**config.mk**
```make
export PLATFORM = sky130hd
export DESIGN_NAME = lcd_cmd_sequencer
export DESIGN_NICKNAME = d
export VERILOG_FILES = /design/src/rtl/lcd_cmd_sequencer.sv
export SDC_FILE = /design/constraint.sdc
export NUM_CORES = 1
export LEC_CHECK = 0
export ABC_AREA = 1
export BUFFER_PORTS_ARGS = -buffer_cell sky130_fd_sc_hd__buf_2
export CAP_MARGIN = 10
export CORE_MARGIN = 5
export CORE_UTILIZATION = 49
export CTS_CLUSTER_SIZE = 16
export DETAILED_ROUTE_END_ITERATION = 7
export GPL_TIMING_DRIVEN = 0
export PLACE_DENSITY = 0.8
export SLEW_MARGIN = 20
export SYNTH_ARGS = -nofsm -noshare
export SYNTH_HDL_FRONTEND = slang
export SYNTH_SLANG_ARGS = --single-unit
```
**constraint.sdc**
```tcl
create_clock -name i_clk -period 2.18 [get_ports i_clk]
set_clock_uncertainty 0.2 [all_clocks]
set_input_delay 0.218 -clock i_clk [delete_from_list [all_inputs] [get_ports i_clk]]
set_output_delay 0.218 -clock i_clk [all_outputs]
set_load 0.05 [all_outputs]
```
**src/rtl/lcd_cmd_sequencer.sv**
```systemverilog
// HD44780-style LCD write engine. Runs a power-on init sequence from a small ROM, then
// accepts byte-wide command/data writes over valid/ready and generates RS/RW/EN/DATA
// timing with a single shared down-counter.
module lcd_cmd_sequencer #(
  parameter int unsigned SETUP_CYC     = 4,
  parameter int unsigned PULSE_CYC     = 12,
  parameter int unsigned HOLD_CYC      = 4,
  parameter int unsigned DATA_WAIT_CYC = 2000,
  parameter int unsigned CMD_WAIT_CYC  = 2000,
  parameter int unsigned CLR_WAIT_CYC  = 82000,
  parameter int unsigned POWERUP_CYC   = 750000,
  parameter int unsigned CNT_W         = 20
) (
  input  logic        i_clk,
  input  logic        i_reset,
  input  logic        i_req_vld,
  output logic        o_req_rdy,
  input  logic        i_req_rs,
  input  logic [7:0]  i_req_data,
  input  logic        i_lcd_on,
  output logic        o_init_done,
  output logic        o_busy,
  output logic [31:0] o_io_lcd
);

  typedef enum logic [2:0] {
    StPwrup,
    StInitLd,
    StSetup,
    StPulse,
    StHold,
    StWait,
    StIdle
  } state_e;

  // Counter load values: a timed state lasting N cycles is entered with N-1.
  localparam logic [CNT_W-1:0] SetupLd = CNT_W'(SETUP_CYC - 1);
  localparam logic [CNT_W-1:0] PulseLd = CNT_W'(PULSE_CYC - 1);
  localparam logic [CNT_W-1:0] HoldLd  = CNT_W'(HOLD_CYC - 1);
  localparam logic [CNT_W-1:0] DataLd  = CNT_W'(DATA_WAIT_CYC - 1);
  localparam logic [CNT_W-1:0] CmdLd   = CNT_W'(CMD_WAIT_CYC - 1);
  localparam logic [CNT_W-1:0] ClrLd   = CNT_W'(CLR_WAIT_CYC - 1);
  localparam logic [CNT_W-1:0] PwrupLd = CNT_W'(POWERUP_CYC - 1);
  localparam logic [CNT_W-1:0] CntOne  = CNT_W'(1);

  state_e           state_q, state_d;
  logic [CNT_W-1:0] cnt_q, cnt_d;
  logic             rs_q, rs_d;
  logic [7:0]       data_q, data_d;
  logic             en_q, en_d;
  logic             on_q;
  logic [1:0]       idx_q, idx_d;
  logic             done_q, done_d;
  logic             cnt_zero;

  // Init ROM: function set 8-bit/2-line, display on, clear, entry mode increment.
  function automatic logic [7:0] init_rom(input logic [1:0] idx);
    logic [7:0] val;
    unique case (idx)
      2'd0:    val = 8'h38;
      2'd1:    val = 8'h0C;
      2'd2:    val = 8'h01;
      default: val = 8'h06;
    endcase
    return val;
  endfunction

  // Clear/home commands (0x01..0x03) need the long execution wait.
  function automatic logic [CNT_W-1:0] wait_load(input logic rs, input logic [7:0] data);
    logic [CNT_W-1:0] ld;
    if (rs) begin
      ld = DataLd;
    end else if (data >= 8'h01 && data <= 8'h03) begin
      ld = ClrLd;
    end else begin
      ld = CmdLd;
    end
    return ld;
  endfunction

  assign cnt_zero = (cnt_q == '0);

  // Next-state, counter and pin-register logic.
  always_comb begin
    state_d = state_q;
    cnt_d   = cnt_q;
    rs_d    = rs_q;
    data_d  = data_q;
    idx_d   = idx_q;
    done_d  = done_q;

    case (state_q)
      StPwrup: begin
        if (cnt_zero) begin
          state_d = StInitLd;
        end else begin
          cnt_d = cnt_q - CntOne;
        end
      end
      StInitLd: begin
        rs_d    = 1'b0;
        data_d  = init_rom(idx_q);
        state_d = StSetup;
        cnt_d   = SetupLd;
      end
      StSetup: begin
        if (cnt_zero) begin
          state_d = StPulse;
          cnt_d   = PulseLd;
        end else begin
          cnt_d = cnt_q - CntOne;
        end
      end
      StPulse: begin
        if (cnt_zero) begin
          state_d = StHold;
          cnt_d   = HoldLd;
        end else begin
          cnt_d = cnt_q - CntOne;
        end
      end
      StHold: begin
        if (cnt_zero) begin
          state_d = StWait;
          cnt_d   = wait_load(rs_q, data_q);
        end else begin
          cnt_d = cnt_q - CntOne;
        end
      end
      StWait: begin
        if (cnt_zero) begin
          if (!done_q) begin
            if (idx_q == 2'd3) begin
              done_d  = 1'b1;
              state_d = StIdle;
            end else begin
              idx_d   = idx_q + 2'd1;
              state_d = StInitLd;
            end
          end else begin
            state_d = StIdle;
          end
        end else begin
          cnt_d = cnt_q - CntOne;
        end
      end
      StIdle: begin
        if (i_req_vld) begin
          rs_d    = i_req_rs;
          data_d  = i_req_data;
          state_d = StSetup;
          cnt_d   = SetupLd;
        end
      end
      default: begin
        state_d = StPwrup;
        cnt_d   = PwrupLd;
      end
    endcase

    // EN is registered from the next state so it is high exactly while in PULSE.
    en_d = (state_d == StPulse);
  end

  // State and pin registers; synchronous reset restarts the power-up delay.
  always_ff @(posedge i_clk) begin
    if (i_reset) begin
      state_q <= StPwrup;
      cnt_q   <= PwrupLd;
      rs_q    <= 1'b0;
      data_q  <= 8'h00;
      en_q    <= 1'b0;
      on_q    <= 1'b0;
      idx_q   <= 2'd0;
      done_q  <= 1'b0;
    end else begin
      state_q <= state_d;
      cnt_q   <= cnt_d;
      rs_q    <= rs_d;
      data_q  <= data_d;
      en_q    <= en_d;
      on_q    <= i_lcd_on;
      idx_q   <= idx_d;
      done_q  <= done_d;
    end
  end

  assign o_req_rdy   = (state_q == StIdle);
  assign o_busy      = !o_req_rdy;
  assign o_init_done = done_q;
  // RW is tied low: the engine only ever writes.
  assign o_io_lcd    = {on_q, 20'd0, en_q, rs_q, 1'b0, data_q};

endmodule
```
Yosys cells after proc, flatten, opt, wreduce, memory -nomap -nowiden --
Index checks and enable logic that the tools add are counted.
Storage, ports and cells: flip-flop bits (word level) 37, bits of input ports 13, output and inout port bits 35, word-level logic and storage cells 61
Cells by class: add/subtract/negate cells 2, magnitude comparators 2, eq/ne operators 12, mux-type cells 24, bitwise logic cells 2, reductions and logical operators 11
Operators by type and width (count):
- $pmux W20 S6 | 1
- $mux W20 | 5
- $mux W17 | 2
- $mux W3 | 8
- $pmux W3 S7 | 1
- $logic_not A20 Y1 | 1
- $sub A20 B1 Y20 const B | 1
- $pmux W6 S3 | 1
- $pmux W8 S2 | 1
- $eq A3 B2 Y1 const B | 3
- $eq A3 B3 Y1 const B | 3
- $ge A8 B1 Y1 const B | 1
- $le A8 B2 Y1 const B | 1
- $mux W8 | 1
- $reduce_and A2 Y1 | 3
- $eq A2 B2 Y1 const B | 2
- $ne A2 B2 Y1 const B | 2
- $reduce_and A4 Y1 | 1
- $eq A3 B1 Y1 const B | 1
- $logic_not A3 Y1 | 1
- $mux W1 | 3
- $add A2 B1 Y2 const B | 1
- $eq A2 B1 Y1 const B | 1
- $logic_not A2 Y1 | 1
- other kinds (6) | 7

Depth between registers and ports, before layout --
Gate-level depths: netlist of the first run.
depth after elaboration 6, depth in mapped cells 12, gate-level depth less buffers 12

Worst setup path before layout of the first run --
No wires, ideal clock.
kind flip-flop to flip-flop, start point register state_q[1], end point register data_q[6], setup time 71 ps, arrival time 1636 ps, data required time 1909 ps, setup slack 273 ps, stages on the path, launching flop included 8, path buffers 1, clock period less this slack 1907 ps, path through dfxtp_1 -> inv_2 -> nor2_1 -> nand2_1 -> inv_2 -> buf_2 -> nand3_1 -> a21oi_1
On the way: cells in the longest elaborated chain, start to end 3, elaborated cells on any way between the ends 6, classes of those cells 3 x eq/ne; 1 x mux; 2 x reduce/logical
Ends and longest elaborated chain:
- from (decl) | line 46 | state_e state_q, state_d;
- from (signal assigned) | line 168 | state_q <= StPwrup;
- from (signal assigned) | line 177 | state_q <= state_d;
- $eq A3 B3 Y1 (*)
- named net o_req_rdy | line 17 | output logic o_req_rdy,
- $ne A2 B2 Y1 (no line) or $reduce_bool A2 Y1 (tied branches)
- $reduce_and A2 Y1 (no line)
- to (signal assigned) | line 180 | data_q <= data_d;
- to (decl) | line 49 | logic [7:0] data_q, data_d;
The timed path passes the listed nets; every way through them passes the cells marked *. A chain may end at the register's enable or synchronous reset.

Final worst setup path of the first run --
start point register cnt_q[0], end point register cnt_q[19]
On the way: cells in the longest elaborated chain, start to end 3, elaborated cells on any way between the ends 9, classes of those cells 1 x add/sub; 1 x eq/ne; 5 x mux; 2 x reduce/logical
Ends and longest elaborated chain:
- from (decl) | line 47 | logic [CNT_W-1:0] cnt_q, cnt_d;
- from (signal assigned) | line 169 | cnt_q <= PwrupLd;
- from (signal assigned) | line 178 | cnt_q <= cnt_d;
- $sub A20 B1 Y20 or $logic_not A20 Y1 (tied branches)
- $mux W20 (tied with other cells) | line 94, 131
- $pmux W20 S6 or $reduce_and A2 Y1 (tied branches)
Parallel ways exist; a longest one is shown, timed or not. The select of a mux whose other input is x is not followed.

==> metrics, run 1 <==
status complete, no violations; fraction of layout instances using a drive strength above 1 19.9%; most common cell in the netlist sky130_fd_sc_hd__nand2_1; cell with the biggest individual delay on the critical path sky130_fd_sc_hd__dfxtp_1; fraction of the yosys area taken by sequential cells 29.7%; initial standard-cell utilization of the core 49.7%; antenna violations before repair 0; overall die area 0.00661 mm²; number of DRC markers after the initial detailed-route iteration 115; power per unit of standard cell area 450 mW/mm²; Min Hold Slack 0.0202 ns; Yosys top cell by area sky130_fd_sc_hd__dfxtp_1; hold path depth 3; met3 wirelength from detailed routing 252 µm; beginning of the worst hold path i_req_data[3]; setup repair after global routing missed its margin no; number of antenna diodes 0; number of standard cells in the layout, taps in and fillers out 512; fraction of synthesis flops using an asynchronous set or reset pin 0%; Met1 Wirelength 2530 µm; clock sink total 37; Top Layer Used met4; total routing resource utilization after global routing 18.9%; reg-to-reg startpoint cnt_q[0]; clock latency at the later pin of the worst-skew pair 0.29 ns; Clock Path Buffers 2; 1st-pass router iterations 4; placed cell areas 0.00278 mm²; final design area excluding fillers 0.00297 mm²; horizontal die dimension 81.3 µm; top post-synthesis cells by count sky130_fd_sc_hd__nand2_1, sky130_fd_sc_hd__nor2_1, sky130_fd_sc_hd__dfxtp_1, sky130_fd_sc_hd__nand3_1, sky130_fd_sc_hd__inv_1; capture point of the worst reg-to-reg path cnt_q[19]; post-synthesis instance total 379; startpoint kind of the worst setup timing path flip-flop; H-tree Lvls 2; Yosys Warn Count 0; Detail Route Antenna Nets 0; summed instance area of the synthesized netlist 0.00249 mm²; Register-to-Register Setup Slack 0.21 ns; Final Hold Fails 0; distinct cell type count of the synthesized netlist 39; largest net degree at the start of global routing 11; critical path arrival 1.95 ns; Floorplan Core Area 0.00501 mm²; port buffer count 26; clock tree from TritonCTS yes; transition time at the pin with the least slew margin 0.550 ns; number of enable-type register cells in the synthesized netlist 0; worst min-delay path class input pin to flip-flop; die boundary height 81.3 µm; global-route wire length before repair 9720 µm; number of global-route vias before repair 2164; count of placed standard cells including taps 495; FF+latch count, synth 37; number of max-slew violations in the final report 0; Row Count 26; relative slew slack 63.4%; worst vdd ir 0.263 mV; Yosys top cell area share 29.7%; path depth of the worst reg2reg path 11; total CTS buffers 5; worst path required time 2.16 ns; dominant synthesized flop cell sky130_fd_sc_hd__dfxtp_1; Boundary Pins 48; length of routed met2 wiring 2980 µm; cell leakage power 1.53 nW; nets 459; Peak Freq 507 MHz; final routed wirelength across all metal layers 5820 µm; clock-pin slew of the registers on the worst-case setup and hold paths 0.07 ns; Synth area leaders sky130_fd_sc_hd__dfxtp_1, sky130_fd_sc_hd__nand2_1, sky130_fd_sc_hd__buf_4; most frequent cell on the critical path sky130_fd_sc_hd__nand2_1; worst hold path endpoint data_q[3]; Root Buffer sky130_fd_sc_hd__clkbuf_8; critical path endpoint category flip-flop; hpwl dp 4190 µm; MaxCap Viol Count 0; Via Count 2441; biggest cell delay along the critical path 0.31 ns; GR Overflow Total 0; CP Class flip-flop to flip-flop; cells along the critical path inv_1 -> ha_2 -> nand2_2 -> nor2_8 -> nand4_2 -> nand2_4 -> inv_2 -> nand3_1 -> nand2_1 -> nand2_1 -> nand2_1; maximum fanout count along the critical path 7; syn_area_per_cell 6.57 µm²; routed len/inst 11.4 µm; Min Clock Period, post-route 1.97 ns; setup_tns 0 ns; via density per instance 4.77; RD Place Congestion 0.887; final total power 1.33 mW; final setup violation count 0; signed area change from the synthesized netlist to the final layout 19.1%; final worst-path cycle share 90.4%; DRC Markers 0
-- worst max-delay path by stage --
stage               startpoint   endpoint  slack (ns)  depth (start not counted)
floorplan           state_q[1]  data_q[6]        0.27                          7
global placement      cnt_q[0]  cnt_q[19]        0.14                         11
detailed placement    cnt_q[0]  cnt_q[19]        0.12                         11
CTS                   cnt_q[0]  cnt_q[19]         0.1                         11
global route          cnt_q[0]  cnt_q[16]        0.02                         11
finish                cnt_q[0]  cnt_q[19]        0.21                         11
-- flip-flops by register name (all words and copies together) (netlist names) --
name and flops:
cnt_q 20, data_q 8, state_q 3, idx_q 2, en_q 1, o_init_done 1, on_q 1, rs_q 1
-- cells by family after synthesis --
logic type      after synthesis  share of synthesized area [%]
compound gates               56                           12.5
xor+xnor                      8                           2.81
other cells                   1                          0.151
simple gates                205                           38.0
fa+ha+maj                     5                           2.51
flops                        37                           29.7
buf+inv                      67                           14.4
-- metrics by stage --
stage / worst slack [ns] / util (%)
after floorplan: 0.273 / -
after global placement: 0.144 / 55.6
after detailed placement: 0.123 / 55.6
after CTS: 0.0963 / 59.0
after global routing: 0.0231 / 59.2
final: 0.208 / 59.2
-- report_power, final --
group          switching (mW)  leakage [nW]  internal, mW
registers             0.00364         0.299         0.681
clock network           0.241        0.0395         0.227
logic                   0.122          1.19        0.0591
total                   0.367          1.53         0.968
-- cell usage in the layout (no fill, tap or decap), drive strengths merged --
cell / count
nand3: 35
or2: 2
a31oi: 6
dlygate4sd3: 9
dfxtp: 37
and2: 1
o21ai: 21
nand2: 110
and3: 1
xor2: 6
clkbuf: 12
a21oi: 25
conb: 21
nand4: 2
xnor2: 2
nor3: 4
buf: 56
a41oi: 1
nand3b: 1
ha: 5
nor4: 1
inv: 33
o211ai: 1
nor2: 48
o21bai: 2
-- final cells by class --
type                    instances  area [µm²]
multi-input cells             295        1480
inverters                      33         124
fillers                       500        2040
repair buffers                 36         230
plain buffers                  33         229
well taps                      70        87.6
flip-flops and latches         37         741
clock buffers                   8        80.1
-- metal layers --
metal,up-vias,track usage [%]
met5,-,0
met4,0,8.78
met3,6,2.44
met2,47,33.7
met1,1094,22.2
li1,1294,-
-- repair_timing --
item | 4_1_cts | 5_1_grt
gates resized for setup | 0 | 4
hold endpoints to repair | 9 | 0
setup endpoints to repair | 0 | 10
buffers inserted | 0 | 1
hold buffers | 9 | 0
-- critical path, delay by kind of cell, from the launching register on --
kind                       cells  cell delay (ns)
and+or+nand+nor                8             0.94
DFF                            1             0.31
adders and majority gates      1             0.22
buffers and inverters          2             0.18
Note: power is estimated with default switching activity, not from simulation.
==> inputs of run 2 (changes only) <==
CAP_MARGIN = 0   (was 10)
PLACE_DENSITY = 0.72   (was 0.8)
==> run 2 against run 1 <==
Against the previous run: first-iteration DRC count shrank 24%; critical endpoint unchanged; clock power about the same; largest power group unchanged; setup slack worse by 0.11 ns; count of clock-buffer cells in the layout is 2 lower; sequential share of layout area barely moved.
==> metrics, run 2 (synthesis results as in run 1) <==
worst vdd ir 0.260 mV (-1.1%); via density per instance 4.79 (+0.57%); signed area change from the synthesized netlist to the final layout 19.0% (about the same); Peak Freq 480 MHz (-5.3%); fraction of layout instances using a drive strength above 1 20.1% (+0.23 points); hold path depth 3 (unchanged); largest net degree at the start of global routing 12 (+1); setup repair after global routing missed its margin yes; most used cells in the layout excluding fill and tap cells sky130_fd_sc_hd__nand2_1, sky130_fd_sc_hd__nor2_1, sky130_fd_sc_hd__dfxtp_1; number of antenna diodes 0 (unchanged); maximum fanout count along the critical path 8 (+1); Clock Path Buffers 2 (unchanged); reg-to-reg startpoint cnt_q[0]; die boundary height 81.3 µm (unchanged); GR Overflow Total 0 (unchanged); worst hold path endpoint data_q[5]; Detail Route Antenna Nets 0 (unchanged); port buffer count 26 (unchanged); worst path required time 2.16 ns (about the same); worst min-delay path class input pin to flip-flop; internal power of the cells 0.961 mW (-0.72%); startpoint kind of the worst setup timing path flip-flop; 1st-pass router iterations 4 (unchanged); final worst-path cycle share 95.5% (+5.1 points); nets 459 (unchanged); Boundary Pins 48 (unchanged); Final Hold Fails 0 (unchanged); total routing resource utilization after global routing 19.7% (+0.78 points); number of standard cells in the layout, taps in and fillers out 512 (unchanged); clock-pin slew of the registers on the worst-case setup and hold paths 0.08 ns (about the same); cell leakage power 1.54 nW (+0.51%); RD Place Congestion 0.888 (+0.15%); proportion of total power due to net switching 27.7% (+0.21 points); final routed wirelength across all metal layers 6080 µm (+4.5%); Root Buffer sky130_fd_sc_hd__clkbuf_8; antenna violations before repair 0 (unchanged); count of placed standard cells including taps 495 (unchanged); MaxCap Viol Count 0 (unchanged); horizontal die dimension 81.3 µm (unchanged); Register-to-Register Setup Slack 0.1 ns (-0.11 ns); Min Clock Period, post-route 2.08 ns (+0.111 ns); portion of total power attributed to sequential cells 51.5% (+0.2 points); clock sink total 37 (unchanged); routed len/inst 11.9 µm (+4.5%); smallest setup slack after layout 0.0976 ns (-0.111 ns); overall die area 0.00661 mm² (unchanged); relative slew slack 60.6% (-2.8 points); capture point of the worst reg-to-reg path cnt_q[19]; number of global-route vias before repair 2201 (+1.7%); transition time at the pin with the least slew margin 0.592 ns (+0.0420 ns); beginning of the worst hold path i_req_data[5]; initial standard-cell utilization of the core 49.7% (unchanged); total CTS buffers 5 (unchanged); DRC Markers 0 (unchanged); status complete, no violations; number of max-slew violations in the final report 0 (unchanged); number of DRC markers after the initial detailed-route iteration 87 (-24%); clock tree from TritonCTS yes; final setup violation count 0 (unchanged); clock latency at the later pin of the worst-skew pair 0.29 ns (about the same); Row Count 26 (unchanged); total of fill cells in the finished design 526 (+5.2%); setup slack after placement 0.118 ns (-0.00431 ns); register ranked first by flip-flop count cnt_q; switching power 0.368 mW (+0.33%); CP Class flip-flop to flip-flop; Via Count 2455 (+0.57%); start point of the critical path cnt_q[0]; global-route wire length before repair 10100 µm (+3.5%); most frequent standard cell in the layout excluding fill and tap cells sky130_fd_sc_hd__nand2_1; clock network fraction of total power 35.0% (about the same); final total power 1.33 mW (-0.43%); setup_tns 0 ns (unchanged); Floorplan Core Area 0.00501 mm² (unchanged); critical path endpoint category flip-flop; path depth of the worst reg2reg path 11 (unchanged); largest registers cnt_q (20), data_q (8), state_q (3); hpwl dp 4400 µm (+4.8%); H-tree Lvls 2 (unchanged); share of power burned in combinational logic 13.4% (-0.2 points); power per unit of standard cell area 448 mW/mm² (-0.35%); critical path arrival 2.06 ns (+0.11 ns); max reg flops 20 (unchanged)
[run 2: changes by cell type in the layout (fill, tap and decap cells not counted), sizes merged]
cell,delta
clkinv,+2
clkbuf,-2
[run 2: worst max path at each step]
stage / slack [ns] / endpoint / depth (start not counted)
2_1_floorplan: 0.27 / data_q[6] / 7
4_1_cts: 0.09 / cnt_q[19] / 11
3_3_place_gp: 0.14 / cnt_q[19] / 11
5_1_grt: -0.01 / cnt_q[19] / 11
3_5_place_dp: 0.12 / cnt_q[19] / 11
6_report: 0.1 / cnt_q[19] / 11
[run 2: metal layers]
metal  vias to the layer above  share of wire [%]  GRT usage (%)
li1                       1295                  -              -
met1                      1088                 45           23.4
met2                        64                 49           35.4
met3                         8                4.5           4.32
met4                         0                1.4           5.24
met5                         -                  0              0
[run 2: timing repair]
action / CTS / global route
endpoints found under the setup margin: 0 / 5
hold buffers: 9 / 0
gates resized for setup: 0 / 3
endpoints found under the hold margin: 9 / 0
setup buffers: 0 / 0
[run 2: cell type report]
cell class                      count  area [µm²]  share of cell area (%)
Clock inverter                      2        10.0                   0.338
Inverter                           33         124                    4.18
Tap cell                           70        87.6                    2.95
Sequential cell                    37         741                    25.0
Buffer                             34         234                    7.89
Clock buffer                        6        72.6                    2.45
Timing Repair Buffer               35         223                    7.51
Multi-Input combinational cell    295        1470                    49.7
[run 2: stage by stage]
step	hold slack (ns)	utilization (%)	instance area, µm²
finish	0.00838	59.2	2960
CTS	0.00252	59.0	2960
global route	0.0193	59.2	2960
floorplan	0.125	-	2570
global placement	0.224	55.6	2780
detailed placement	0.234	55.6	2780
[run 2: critical path, cell delays in order (launching register included)]
cell and delay [ns]:
sky130_fd_sc_hd__dfxtp_1 0.31, sky130_fd_sc_hd__inv_1 0.08, sky130_fd_sc_hd__ha_1 0.23, sky130_fd_sc_hd__nand2_2 0.13, sky130_fd_sc_hd__nor2_8 0.22, sky130_fd_sc_hd__nand4_2 0.26, sky130_fd_sc_hd__nand2_4 0.20, sky130_fd_sc_hd__inv_2 0.08
sky130_fd_sc_hd__nand3_1 0.08, sky130_fd_sc_hd__nand2_1 0.05, sky130_fd_sc_hd__nand2_1 0.08, sky130_fd_sc_hd__nand2_1 0.05
[run 2: power by group through the flow]
stage               clock [mW]  sequential (mW)  combinational, mW
global placement             0            0.701              0.163
CTS                      0.480            0.685              0.176
floorplan                    0            0.700              0.142
detailed placement           0            0.701              0.163
finish                   0.466            0.685              0.178
global route             0.522            0.685              0.192
==> inputs of run 3 (changes only) <==
SETUP_SLACK_MARGIN = 0.3   (was default)
==> run 3 against run 2 <==
Against the previous run: setup slack better by 0.18 ns; sequential power about the same; critical path depth grew 1; clock power increased by 4.9%; final area increased by 6.6%; global-route usage grew 0.79 points; sequential share of layout area is 1.2 points lower; die area did not move; first-iteration DRC count up 29%; fmax increased by 9.4%; cell count increased by 1.8%.
==> metrics, run 3 (synthesis results as in run 1) <==
total routing resource utilization after global routing 20.5% (+0.79 points); Floorplan Core Area 0.00501 mm² (unchanged); startpoint kind of the worst setup timing path flip-flop; Detail Route Antenna Nets 0 (unchanged); GR Overflow Total 0 (unchanged); Row Count 26 (unchanged); critical path endpoint category flip-flop; internal power of the cells 0.995 mW (+3.5%); share of power burned in combinational logic 13.7% (+0.3 points); largest registers cnt_q (20), data_q (8), state_q (3); most frequent cell on the critical path sky130_fd_sc_hd__nand2_1; clock latency at the later pin of the worst-skew pair 0.29 ns (about the same); fraction of layout instances using a drive strength above 1 27.5% (+7.4 points); worst path required time 2.13 ns (-0.03 ns); transition time at the pin with the least slew margin 0.623 ns (+0.0312 ns); count of placed standard cells including taps 495 (unchanged); critical path arrival 1.85 ns (-0.21 ns); Min Clock Period, post-route 1.90 ns (-0.180 ns); status complete, no violations; number of DRC markers after the initial detailed-route iteration 112 (+29%); maximum fanout count along the critical path 7 (-1); number of max-slew violations in the final report 0 (unchanged); portion of total power attributed to sequential cells 50.4% (-1.1 points); cell with the biggest individual delay on the critical path sky130_fd_sc_hd__dfxtp_2; initial standard-cell utilization of the core 49.7% (unchanged); MaxCap Viol Count 0 (unchanged); die boundary height 81.3 µm (unchanged); Finished Core Util 63.1% (+3.9 points); global-route wire length before repair 10700 µm (+6.8%); register area 751 µm² (+1.4%); 1st-pass router iterations 4 (unchanged); H-tree Lvls 2 (unchanged); number of global-route vias before repair 2486 (+13%); final design area excluding fillers 0.00316 mm² (+6.6%); WP buf/inv 2 (unchanged); total CTS buffers 5 (unchanged); final setup violation count 0 (unchanged); setup_tns 0 ns (unchanged); antenna violations before repair 0 (unchanged); number of antenna diodes 0 (unchanged); crit-path leading delay family simple AND/OR/NAND/NOR gates; clock-pin slew of the registers on the worst-case setup and hold paths 0.08 ns (about the same); max reg flops 20 (unchanged); clock sink total 37 (unchanged); final worst-path cycle share 87.3% (-8.2 points); Clock Path Buffers 2 (unchanged); most used cells in the layout excluding fill and tap cells sky130_fd_sc_hd__nand2_1, sky130_fd_sc_hd__buf_4, sky130_fd_sc_hd__nor2_1; overall die area 0.00661 mm² (unchanged); port buffer count 26 (unchanged); most frequent standard cell in the layout excluding fill and tap cells sky130_fd_sc_hd__nand2_1; switching power 0.367 mW (-0.35%); area taken by multi-input logic gates 0.00157 mm² (+6.4%); placed cell areas 0.00279 mm² (about the same); beginning of the worst hold path i_req_rs; worst vdd ir 0.295 mV (+13%); cells along the critical path inv_2 -> ha_4 -> nand2_4 -> nor2_8 -> nand2_4 -> nor2_8 -> buf_4 -> nand2_1 -> nand3_2 -> nand2_1 -> nand2_1 -> nor2_1; horizontal die dimension 81.3 µm (unchanged); CP Class flip-flop to flip-flop; signed area change from the synthesized netlist to the final layout 26.9%; nets 469 (+2.2%); Boundary Pins 48 (unchanged); Final Hold Fails 0 (unchanged); routed len/inst 12.3 µm (+3.3%); worst min-delay path class input pin to flip-flop; largest net degree at the start of global routing 11 (-1); biggest cell delay along the critical path 0.33 ns (+0.02 ns); power per unit of standard cell area 431 mW/mm² (-3.9%); register ranked first by flip-flop count cnt_q; DRC Markers 0 (unchanged); proportion of total power due to net switching 26.9% (-0.76 points); Peak Freq 526 MHz (+9.4%); start point of the critical path cnt_q[0]; number of standard cells in the layout, taps in and fillers out 521 (+1.8%); via density per instance 4.93 (+2.7%); setup repair after global routing missed its margin yes; final total power 1.36 mW (+2.5%); total of fill cells in the finished design 494 (-6.1%); relative slew slack 58.5% (-2.1 points); RD Place Congestion 0.896 (+0.87%); Root Buffer sky130_fd_sc_hd__clkbuf_8; final routed wirelength across all metal layers 6390 µm (+5.1%); Via Count 2566 (+4.5%); clock network fraction of total power 35.9% (+0.9 points); reg-to-reg startpoint cnt_q[0]; hpwl dp 4410 µm (+0.39%); clock tree from TritonCTS yes; cell leakage power 1.62 nW (+4.9%)
[run 3: cell types whose count changed in the layout (fill, tap and decap cells not counted), moves of 4 or more]
cell,delta
sky130_fd_sc_hd__buf_4,+10
sky130_fd_sc_hd__dfxtp_1,-8
sky130_fd_sc_hd__dfxtp_2,+8
sky130_fd_sc_hd__nand2_1,-4
sky130_fd_sc_hd__nand3_1,-4
sky130_fd_sc_hd__nand3_2,+4
[run 3: power by group through the flow]
stage / clock [mW] / combinational, mW / sequential, mW
after global routing: 0.529 / 0.199 / 0.687
after global placement: 0 / 0.163 / 0.701
final: 0.489 / 0.186 / 0.686
after CTS: 0.500 / 0.178 / 0.686
after floorplan: 0 / 0.142 / 0.700
after detailed placement: 0 / 0.164 / 0.701
[run 3: routing by layer]
layer / global-route usage (%) / up-vias / wire [µm] / share of wire [%]
met1: 23.6 / 1183 / 2730 / 43
met5: 0 / - / 0 / 0
met3: 4.10 / 5 / 292 / 4.6
li1: - / 1316 / - / -
met4: 7.26 / 0 / 42 / 0.66
met2: 37.1 / 62 / 3320 / 52
[run 3: cell type report]
type / instances / area share [%]
multi-input combinational: 295 / 49.6
sequential: 37 / 23.8
timing repair buffer: 45 / 9.38
buffer: 34 / 7.88
inverter: 33 / 3.92
tap: 70 / 2.77
clock buffer: 7 / 2.73
[run 3: worst register-to-register path: stages, from the launching register on]
cell	delay, ns
sky130_fd_sc_hd__dfxtp_2	0.33
sky130_fd_sc_hd__inv_2	0.08
sky130_fd_sc_hd__ha_4	0.15
sky130_fd_sc_hd__nand2_4	0.07
sky130_fd_sc_hd__nor2_8	0.21
sky130_fd_sc_hd__nand2_4	0.10
sky130_fd_sc_hd__nor2_8	0.18
sky130_fd_sc_hd__buf_4	0.14
sky130_fd_sc_hd__nand2_1	0.07
sky130_fd_sc_hd__nand3_2	0.09
sky130_fd_sc_hd__nand2_1	0.05
sky130_fd_sc_hd__nand2_1	0.05
sky130_fd_sc_hd__nor2_1	0.04
[run 3: stage by stage]
step | setup slack [ns] | hold slack, ns
after floorplan | 0.399 | 0.125
after global placement | 0.151 | 0.224
after detailed placement | 0.111 | 0.227
after CTS | 0.301 | 0.000250
after global routing | 0.171 | 0.0164
final | 0.277 | 0.00428
[run 3: path summary, 6_finish.rpt]
path | to | slack, ns | depth (start not counted)
max | en_q | 0.28 | 12
min | rs_q | 0.004 | 3
max reg2reg | en_q | 0.28 | 12
min reg2reg | data_q[6] | 0.28 | 2
[run 3: repair_timing]
action,CTS,global route
hold buffers,7,1
endpoints found under the hold margin,7,1
endpoints found under the setup margin,26,25
pin swaps,2,12
gates cloned,0,1
setup buffers,2,8
resized for setup,14,27
